===== config.mk =====
export PLATFORM = sky130hd
export DESIGN_NAME = round_shift_div
export DESIGN_NICKNAME = d
export VERILOG_FILES = /design/src/rtl/round_shift_div_pkg.sv /design/src/rtl/rsd_round_core.sv /design/src/rtl/round_shift_div.sv
export SDC_FILE = /design/constraint.sdc
export NUM_CORES = 1
export LEC_CHECK = 0
export CORE_ASPECT_RATIO = 0.5
export CORE_UTILIZATION = 45
export DETAILED_ROUTE_END_ITERATION = 16
export PLACE_DENSITY = 0.68
export SLEW_MARGIN = 0
export SYNTH_ARGS = -nofsm -noshare
export SYNTH_HDL_FRONTEND = slang
export SYNTH_SLANG_ARGS = --single-unit

===== constraint.sdc =====
create_clock -name clk -period 11.85 [get_ports clk]
set_input_delay 2.37 -clock clk [delete_from_list [all_inputs] [get_ports clk]]
set_output_delay 2.37 -clock clk [all_outputs]
set_load 0.02 [all_outputs]

===== src/rtl/round_shift_div_pkg.sv =====
// ============================================================================
// Module   : round_shift_div_pkg
// Brief    : Shared types for the round-shift divider.
// Revision : 1.0
// ============================================================================
`default_nettype none

package round_shift_div_pkg;

    typedef enum logic [1:0] {
        TRUNC     = 2'd0,
        HALF_UP   = 2'd1,
        HALF_EVEN = 2'd2,
        CEIL      = 2'd3
    } rsd_mode_e;

endpackage

`default_nettype wire


===== src/rtl/rsd_round_core.sv =====
// ============================================================================
// Module   : rsd_round_core
// Brief    : Combinational divide by 2^n with selectable rounding and clamp.
// Revision : 1.0
// ============================================================================
`default_nettype none

module rsd_round_core
    import round_shift_div_pkg::*;
#(
    parameter int IN_W  = 16,
    parameter int OUT_W = 8,
    parameter int SH_W  = 5
) (
    input  logic [IN_W-1:0]  data_i,
    input  logic [SH_W-1:0]  n_i,
    input  rsd_mode_e        mode_i,
    output logic [OUT_W-1:0] res_o,
    output logic             sat_o
);

    logic [31:0]   n_wide;
    logic [IN_W-1:0] q;
    logic          round_bit;
    logic          sticky;
    logic          inc;
    logic [IN_W:0] sum;

    assign n_wide = 32'(n_i);
    assign q      = data_i >> n_i;

    // Round bit is data[n-1]; sticky covers everything below it. Shifts past
    // IN_W leave round_bit clear and fold the whole word into sticky.
    always_comb begin
        round_bit = 1'b0;
        sticky    = 1'b0;
        for (int i = 0; i < IN_W; i++) begin
            if (n_wide == 32'(i + 1)) begin
                round_bit = data_i[i];
            end
            if (n_wide >= 32'(i + 2)) begin
                sticky = sticky | data_i[i];
            end
        end
    end

    always_comb begin
        inc = 1'b0;
        case (mode_i)
            TRUNC:     inc = 1'b0;
            HALF_UP:   inc = round_bit;
            HALF_EVEN: inc = round_bit & (sticky | q[0]);
            CEIL:      inc = round_bit | sticky;
            default:   inc = 1'b0;
        endcase
    end

    assign sum   = {1'b0, q} + {{IN_W{1'b0}}, inc};
    assign sat_o = |sum[IN_W:OUT_W];
    assign res_o = sat_o ? {OUT_W{1'b1}} : sum[OUT_W-1:0];

endmodule

`default_nettype wire


===== src/rtl/round_shift_div.sv =====
// ============================================================================
// Module   : round_shift_div
// Brief    : Two-stage valid/ready pipeline dividing by 2^n with rounding,
//            saturation and a saturation event counter.
// Revision : 1.0
// ============================================================================
`default_nettype none

module round_shift_div
    import round_shift_div_pkg::*;
#(
    parameter int IN_W  = 16,
    parameter int OUT_W = 8,
    parameter int SH_W  = 5,
    parameter int CNT_W = 16
) (
    input  logic             clk,
    input  logic             rst_n,
    input  logic             in_valid,
    output logic             in_ready,
    input  logic [IN_W-1:0]  in_data,
    input  logic [SH_W-1:0]  in_n,
    input  logic [1:0]       in_mode,
    output logic             out_valid,
    input  logic             out_ready,
    output logic [OUT_W-1:0] out_data,
    output logic             out_sat,
    output logic [CNT_W-1:0] sat_cnt,
    input  logic             sat_clr
);

    logic             s1_valid_q, s1_valid_d;
    logic [IN_W-1:0]  s1_data_q,  s1_data_d;
    logic [SH_W-1:0]  s1_n_q,     s1_n_d;
    rsd_mode_e        s1_mode_q,  s1_mode_d;
    logic             s2_valid_q, s2_valid_d;
    logic [OUT_W-1:0] out_data_q, out_data_d;
    logic             out_sat_q,  out_sat_d;
    logic [CNT_W-1:0] sat_cnt_q,  sat_cnt_d;

    logic             s2_adv;
    logic             s1_adv;
    logic             accept;
    logic [OUT_W-1:0] core_res;
    logic             core_sat;

    assign s2_adv = !s2_valid_q || out_ready;
    assign s1_adv = !s1_valid_q || s2_adv;
    assign accept = in_valid && s1_adv;

    rsd_round_core #(
        .IN_W  (IN_W),
        .OUT_W (OUT_W),
        .SH_W  (SH_W)
    ) u_core (
        .data_i (s1_data_q),
        .n_i    (s1_n_q),
        .mode_i (s1_mode_q),
        .res_o  (core_res),
        .sat_o  (core_sat)
    );

    always_comb begin
        s1_valid_d = s1_valid_q;
        s1_data_d  = s1_data_q;
        s1_n_d     = s1_n_q;
        s1_mode_d  = s1_mode_q;
        s2_valid_d = s2_valid_q;
        out_data_d = out_data_q;
        out_sat_d  = out_sat_q;
        sat_cnt_d  = sat_cnt_q;

        if (s1_adv) begin
            s1_valid_d = in_valid;
        end
        if (accept) begin
            s1_data_d = in_data;
            s1_n_d    = in_n;
            s1_mode_d = rsd_mode_e'(in_mode);
        end

        // Result registers only load a real result, so a stalled or empty
        // output keeps its last value on out_data/out_sat.
        if (s2_adv) begin
            s2_valid_d = s1_valid_q;
            if (s1_valid_q) begin
                out_data_d = core_res;
                out_sat_d  = core_sat;
            end
        end

        if (sat_clr) begin
            sat_cnt_d = '0;
        end else if (s2_valid_q && out_ready && out_sat_q && (sat_cnt_q != '1)) begin
            sat_cnt_d = sat_cnt_q + 1'b1;
        end
    end

    always_ff @(posedge clk or negedge rst_n) begin
        if (!rst_n) begin
            s1_valid_q <= 1'b0;
            s1_data_q  <= '0;
            s1_n_q     <= '0;
            s1_mode_q  <= TRUNC;
            s2_valid_q <= 1'b0;
            out_data_q <= '0;
            out_sat_q  <= 1'b0;
            sat_cnt_q  <= '0;
        end else begin
            s1_valid_q <= s1_valid_d;
            s1_data_q  <= s1_data_d;
            s1_n_q     <= s1_n_d;
            s1_mode_q  <= s1_mode_d;
            s2_valid_q <= s2_valid_d;
            out_data_q <= out_data_d;
            out_sat_q  <= out_sat_d;
            sat_cnt_q  <= sat_cnt_d;
        end
    end

    assign in_ready  = s1_adv;
    assign out_valid = s2_valid_q;
    assign out_data  = out_data_q;
    assign out_sat   = out_sat_q;
    assign sat_cnt   = sat_cnt_q;

endmodule

`default_nettype wire


# Word-level counts from Yosys, hierarchy flattened
# Cells that the tools add are included.
# word_totals
regBits	50
output_inout_bits	27
in_bits	28
# op_classes
mux	36
order_cmp	16
reduce_logical	12
add_sub_neg	2
shift	1
n_bitwise	18
n_eq_ne	20
# op_table
operator	count
5-bit by 4-bit == test with 1-bit output (second input constant)	8
5-bit by 4-bit greater-or-equal comparator with 1-bit output (second input constant)	8
1-bit 2-to-1 mux	32
16-bit 2-to-1 mux	2
5-bit by 3-bit == test with 1-bit output (second input constant)	4
5-bit by 3-bit greater-or-equal comparator with 1-bit output (second input constant)	4
16-bit by 1-bit adder with 17-bit output	1
1-bit OR	17
16-bit by 1-bit adder with 16-bit output (second input constant)	1
16-bit inequality test (second input constant)	1
16-bit by 5-bit right shift with 16-bit output	1
5-bit by 2-bit == test with 1-bit output (second input constant)	2
5-bit by 2-bit greater-or-equal comparator with 1-bit output (second input constant)	2
5-bit greater-or-equal comparator (second input constant)	2
9-bit OR reduction	1
8-bit 2-to-1 mux	1
5-bit by 1-bit == test with 1-bit output (second input constant)	1
5-bit == test (second input constant)	1
2-bit == test (second input constant)	2
1-bit logical AND	4
1-bit one-hot mux with 4 select lines	1
2-bit by 1-bit == test with 1-bit output (second input constant)	1
1-bit logical NOT	2
2-bit logical NOT	1
4 further kinds	5

# Longest topological paths before layout
# logic_depth
depth_word	38
mapped_depth	20
ltp_nobuf	16

# Cells and area by module
# A second synthesis with hierarchy kept.
# unflattened
hier_cells	406
hier_area_um2	3958.8
# modules_own_cells
mod	seq_area_each_um2	area_each_um2	cells_each	instances
round_shift_div	1251.2	2194.6	170	1
rsd_round_core	0.0	1764.2	236	1

# Least setup slack after synthesis
# OpenSTA, ideal clock, no wires.
# synth_timing
path_kind	input -> output
startpoint	input out_ready
endpoint	output in_ready
required_ns	9.480
path_slack_ns	6.827
path_buffers	0
stages	1
arrival_ns	2.653
path_cell_list	nand3b_1
# synth_via
elab_chain_len	2
# synth_lines
item	line	rtl
from (decl)	round_shift_div.sv:25	input logic out_ready,
1-bit logical OR	round_shift_div.sv:47	assign s2_adv = !s2_valid_q || out_ready;
1-bit logical OR	round_shift_div.sv:48	assign s1_adv = !s1_valid_q || s2_adv;
to (decl)	round_shift_div.sv:20	output logic in_ready,
# No other way between the ends.

# Worst setup path in the final report
# Ends and elaborated chain as after synthesis.

==> summary by stage <==
Setup path
In this design, the stage delay of the slowest critical-path cell is 620 ps. The startpoint type of the worst setup path is an input pin. The number of buffers and inverters on the critical path is 2. The required time reported for the critical path endpoint is ~9500 ps. Traced cell by cell, the critical path runs through clkdlybuf4s50_1, nand3b_1, clkdlybuf4s50_1.

The kind of cell adding the most delay to the critical path is buffers and inverters. The data arrival at the endpoint of the critical path is 3620 ps. The highest fanout seen on the critical path is 3.

The cell with the biggest individual delay on the critical path is sky130_fd_sc_hd__clkdlybuf4s50_1. The most frequent cell on the critical path is sky130_fd_sc_hd__clkdlybuf4s50_1. The critical setup path kind is input pin to output port. STA classifies the critical path endpoint as an output port.

Placed design
The final weighted congestion of routability-driven global placement is approximately 0.90. OpenSTA, run right after detailed placement, puts the worst setup slack at between 5000 and 6000 ps. After detailed placement, the total cell area comes to about 0.0044 mm^2. Once detailed placement completed, the half-perimeter wirelength came to about 7.0 mm. In this run the tool buffered the top-level ports with 54 buffer cells.

Synthesis
The average instance in the mapped netlist occupies between 8 and 9 um^2. The synthesized-area fraction occupied by adder cells is less than 1%. The synthesized design contains 0 enable-type register cells. The portion of synthesized area spent on multiplexers is between 15 and 20%.

The yosys synthesis warning count is 0. The cell area after synthesis is 0.003785 mm^2. The simple-gate area share of the yosys netlist is a little over 20%. In the synthesized netlist, the number of instances is ~420. The dominant combinational cell family by area after synthesis is simple AND/OR/NAND/NOR gates. In the synthesized netlist the async set-or-reset flop fraction comes to 100.0%. The leading register cell type out of synthesis is sky130_fd_sc_hd__dfrtp_1. The complex-gate fraction of the synthesized area is between 10% and 20%. The xor/xnor cell area share of the yosys netlist is approximately 5.1%. The flop and latch count out of synthesis is 50.

Sequential elements use about 33% of the synthesized area. The distinct cell type count after synthesis is 65. The post-synth net total is around 450.

Floorplanning
The initial standard-cell utilization of the core is between 40% and 50%. The die is approximately 130 um wide. The die covers about 0.0088 mm^2. The core region is just over 0.008 mm^2. The height of the die is 66.85 um. The initialized floorplan defines 23 standard-cell rows. The count of boundary I/O pins is 55.

Clocking
For this design, the sink count on the clock tree is 50. The root buffer cell chosen for the clock tree is sky130_fd_sc_hd__clkbuf_16. After clock tree synthesis, the clock-pin slew on the worst setup and hold paths is roughly 70 ps.

TritonCTS built the clock tree. The total CTS buffers is 5. The later pin in the worst-skew pair is clocked with a latency of 290 ps. The number of post-CTS setup repair buffers is 0.

The maximum count of clock buffers along a single path is 2. The H-tree depth is 2. After clock tree synthesis, the flow added hold-fix buffers numbering 0. The post-cts sizing count is 0.

Route
The mean routed wirelength per cell is between 15 and 20 um. The DRC violation count after routing is 0. The count of nets left with antenna violations once routing finished came out at 0. The first detailed-routing pass took 5 iterations.

The number of vias per cell is 5.969. For this block, the initial DRC count from the detailed router was 329. Detailed routing inserted a total of roughly 3,400 vias. The routed design has ~10 mm of wire.

Finish
Of the cells placed in the final design, the portion with a size suffix greater than 1 is between 10% and 20%. Leaving out fill and tap cells, the most frequent cell in the layout is sky130_fd_sc_hd__nor2_1. Relative to the synthesized area, the layout overhead comes to 19.14%. The layout filler cell count is approximately 740.

After routing the design area is 0.004509 mm^2. After the last flow step, the layout net total stands at 491. The count of antenna diodes in the layout is 0. In the layout the commonest cells are sky130_fd_sc_hd__nor2_1 (57), sky130_fd_sc_hd__clkdlybuf4s50_1 (53), sky130_fd_sc_hd__dfrtp_1 (50).

STA
The number of pins exceeding their max-slew limit in the final report is 0. The final worst-path setup slack is roughly 6000 ps. Headroom to the max-slew limit came out at 35.71%. For the finished layout, the period the worst path requires is 5987 ps. The setup TNS is 0 ps. The setup violation total in the final timing report is 0. Dividing the final minimum period by the clock period gives between 50% and 60%. Setup repair after global routing left no endpoint under its margin. The number of hold-slack violations in the final timing report is 0. At the pin with the least slew margin, the transition time is between 900 and 1000 ps. For the final database, setup skew stands at about 5.6 ps. Static timing analysis puts the maximum clock frequency at 167.0 MHz. The worst slack on hold paths is 507.2 ps.

Run
The max capacitance violation total is 0.

GRT
Entering global routing, the biggest net connects 51 pins. The global router's overall resource usage is 22.91%. The via count of the first global-routing pass is about 3,000. The wire length of the first global-routing pass is about 16 mm.

The initial antenna violation count came to 0. The total overflow left after global routing is 0.

Power and ir drop
In this run the static leakage power is 1.717 nW. The maximum VDD drop is ~62 uV. For this design the ratio of total power to cell area is approximately 150 mW/mm^2.

After layout, the design draws a total of between 0.6 and 0.7 mW.

Min path
The worst hold path belongs to the class flop to flop.

Status
The flow ran to the end, and the final reports show no timing, DRC or antenna violations.
-- layout make-up --
cell class	count	area [um^2]	area share, %
sequential	50	1251	27.75
multi-input combinational	335	2360	52.33
clock buffer	6	138.9	3.080
clock inverter	2	16.27	0.3607
inverter	10	37.54	0.8324
tap	112	140.1	3.108
timing repair buffer	58	565.5	12.54
-- synthesized netlist by cell type, drive strengths merged (4+ instances only) --
cell type / number / share of area [%]
nand2b: 10 / 1.7
a21oi: 23 / 3.3
mux4: 6 / 3.6
xor2: 14 / 3.2
nand4: 4 / 0.66
mux2i: 17 / 4.5
nor2: 57 / 5.7
mux2: 33 / 9.9
and3: 4 / 0.66
dfrtp: 50 / 33
a31oi: 8 / 1.3
and2: 5 / 0.83
a41oi: 4 / 0.93
a211oi: 4 / 0.79
nand2: 29 / 2.9
nor2b: 7 / 1.2
nor3: 13 / 1.9
nor3b: 4 / 0.79
nand3: 9 / 1.2
buf: 17 / 2.6
o21a: 5 / 0.99
o22ai: 4 / 0.66
o21ai: 17 / 2.2
nor4: 7 / 1.3
clkbuf: 10 / 0.99
xnor2: 8 / 1.9
inv: 10 / 0.99
-- power breakdown --
part           leakage, nW  total [mW]  internal (mW)  switching, mW
combinational         1.03       0.275          0.124          0.150
sequential           0.610       0.236          0.197         0.0390
clock               0.0735       0.149         0.0848         0.0641
-- kinds of logic (layout without fill, tap and decap cells) --
group / after synthesis / in the layout
AOI/OAI and AO/OA: 95 / 95
adders and majority gates: 3 / 3
buffers and inverters: 37 / 76
and+or+nand+nor: 159 / 159
DFF: 50 / 50
xor gates and xnor gates: 22 / 22
muxes: 56 / 56
-- metrics by stage --
step,cells,util (%)
floorplan,422,-
global placement,565,53.85
detailed placement,565,53.85
CTS,573,55.76
global route,573,55.76
finish,573,55.76
-- path summary, 6_finish.rpt --
kind / startpoint / to / slack (ps) / cells after the start
max: out_ready / in_ready / 5860 / 3
min: s1_mode_q[0] / s1_mode_q[0] / 510 / 1
max reg2reg: s1_n_q[1] / out_data[4] / 7270 / 14
min reg2reg: s1_mode_q[0] / s1_mode_q[0] / 510 / 1
max in group asynchronous: rst_n / s1_data_q[8] / 9230 / 2
min in group asynchronous: rst_n / out_sat / 2170 / 2
-- sequential cells by signal (all words and copies together), names as in the netlist --
signal,count
out_data,8
out_sat,1
out_valid,1
s1_data_q,16
s1_mode_q,2
s1_n_q,5
s1_valid_q,1
sat_cnt,16
-- layer usage --
layer | track usage, % | vias up | part of all wire, %
met1 | 33.48 | 1627 | 49
met2 | 33.66 | 150 | 42
met4 | 5.669 | 0 | 0.91
met5 | 0 | - | 0
met3 | 5.403 | 12 | 8.6
li1 | - | 1631 | -
Power figures use the tool's default switching activity.
==> edit (config.mk and constraints unchanged) <==
Add an input register stage for `in_mode`; this delays it by one clock. The other inputs are not delayed to match.
--- a/src/rtl/round_shift_div.sv
+++ b/src/rtl/round_shift_div.sv
@@ -30,2 +30,8 @@
 );
+
+    logic [1:0] in_mode_q;
+
+    always_ff @(posedge clk) begin
+        in_mode_q <= in_mode;
+    end
 
@@ -78,3 +84,3 @@
             s1_n_d    = in_n;
-            s1_mode_d = rsd_mode_e'(in_mode);
+            s1_mode_d = rsd_mode_e'(in_mode_q);
         end
Check against the original RTL: not equivalent (a bounded check fails within 4 cycles, from zero or initial values and one cycle with rst_n low).
==> edit against the original RTL <==
- core utilization fell by 0.32 points
- die area rose by 0.54%
- sequential power rose by 4%
- worst setup slack got worse by 0.018 ns
- maximum frequency fell by 0.30%
- sequential cell count rose by 2
- synthesized area rose by 0.56%
- total power fell by 2.1%
- clock power fell by 3%
- final area fell by 0.58%
- wire length fell by 9.7%
- critical endpoint unchanged
- largest power group unchanged
- highest routed layer unchanged
==> edit: results (changes against the original RTL) <==
finalCritPeriodShare_pct: 50.7  # +0.15 points
grt.total_usage_pct: 21.6  # -1.3 points
max_slew_margin_pct: 25.7  # -10 points
reg2reg_depth: 16  # +2
layout-drive-gt1-share_pct: 15.0  # +2.4 points
ys_types: 69  # +6.2%
yosys-top-cells-area: "dfrtp_1, mux2_2, mux4_2"
fillers: 724  # -2.0%
r2r_slack_ns: 7.39  # +0.12 ns
synth_fp_nets: 418  # -7.7%
postPlaceCellArea_mm2: 0.00434  # -0.37%
ir_drop_mv: 0.0682  # +11%
drt_pass1_iterations: 4  # -1
seq_area_frac_synth_pct: 33.9  # +0.87 points
first_iter_violations: 158  # -52%
viasPerCell: 5.84  # -2.2%
p_leak_nw: 1.72  # about the same
place_congestion: 0.847  # -6.4%
timing.rr.start: "s1_n_q[2]"
crit_arrival_ns: 3.64  # +0.02 ns
fin_skew_ns: 0.00335  # -0.00229 ns
holdCritStartpoint: "in_mode_q[0]"
fin_nets: 456  # -7.1%
synth-async-reset-ratio_pct: 96.2  # -3.8 points
netlist_top_cells_count: "dfrtp_1, nor2_1, mux2_2"
hpwlAfterDp_um: 6460  # -7.3%
drc_errors: 0  # unchanged
status: "completed"
grt_pass1_wl_um: 14700  # -5.4%
## edit: cell type report
class	instances	share of cell area [%]
flip-flops and latches	52	28.8
repair buffers	56	12.3
well taps	112	3.13
multi-input cells	303	52.0
inverters	7	0.586
clock inverters	2	0.363
clock buffers	6	2.87
## edit: power by group through the flow
stage	Sequential (W)	Clock, W	Combinational (W)
global placement	0.000247	0	0.000249
CTS	0.000245	0.000150	0.000254
global route	0.000251	0.000158	0.000277
finish	0.000246	0.000145	0.000254
floorplan	0.000245	0	0.000183
detailed placement	0.000249	0	0.000253
## edit: worst min-delay path by stage
stage                   end  slack (ns)  cells after the start
3_5_place_dp   s1_mode_q[0]        0.46                      1
2_1_floorplan  s1_mode_q[0]        0.44                      1
4_1_cts        s1_mode_q[0]        0.48                      1
6_report       s1_mode_q[0]        0.47                      1
5_1_grt        s1_mode_q[0]        0.48                      1
3_3_place_gp   s1_mode_q[1]        0.45                      1
## edit: routing by layer
| layer | vias to the layer above | GRT usage [%] | wire length, um |
|---|---|---|---|
| met5 | - | 0 | 0 |
| met1 | 1509 | 28.3 | 4010 |
| met4 | 0 | 7.99 | 119 |
| met3 | 11 | 5.63 | 669 |
| li1 | 1509 | - | - |
| met2 | 111 | 34.5 | 4070 |
## edit: logic make-up after synthesis
kind of cell,share of synthesized area [%]
AOI/OAI and AO/OA,16.3
xor gates and xnor gates,5.06
adders and majority gates,0.986
buffers and inverters,4.86
DFF,33.9
muxes,20.3
and+or+nand+nor,18.5
## edit: stage by stage
step	setup slack [ns]	util, %	hold slack [ns]	instances
global route	5.78	55.4	0.479	538
finish	5.84	55.4	0.472	538
floorplan	6.83	-	0.440	387
CTS	5.84	55.4	0.476	538
detailed placement	5.84	53.6	0.460	530
global placement	5.87	53.6	0.449	530
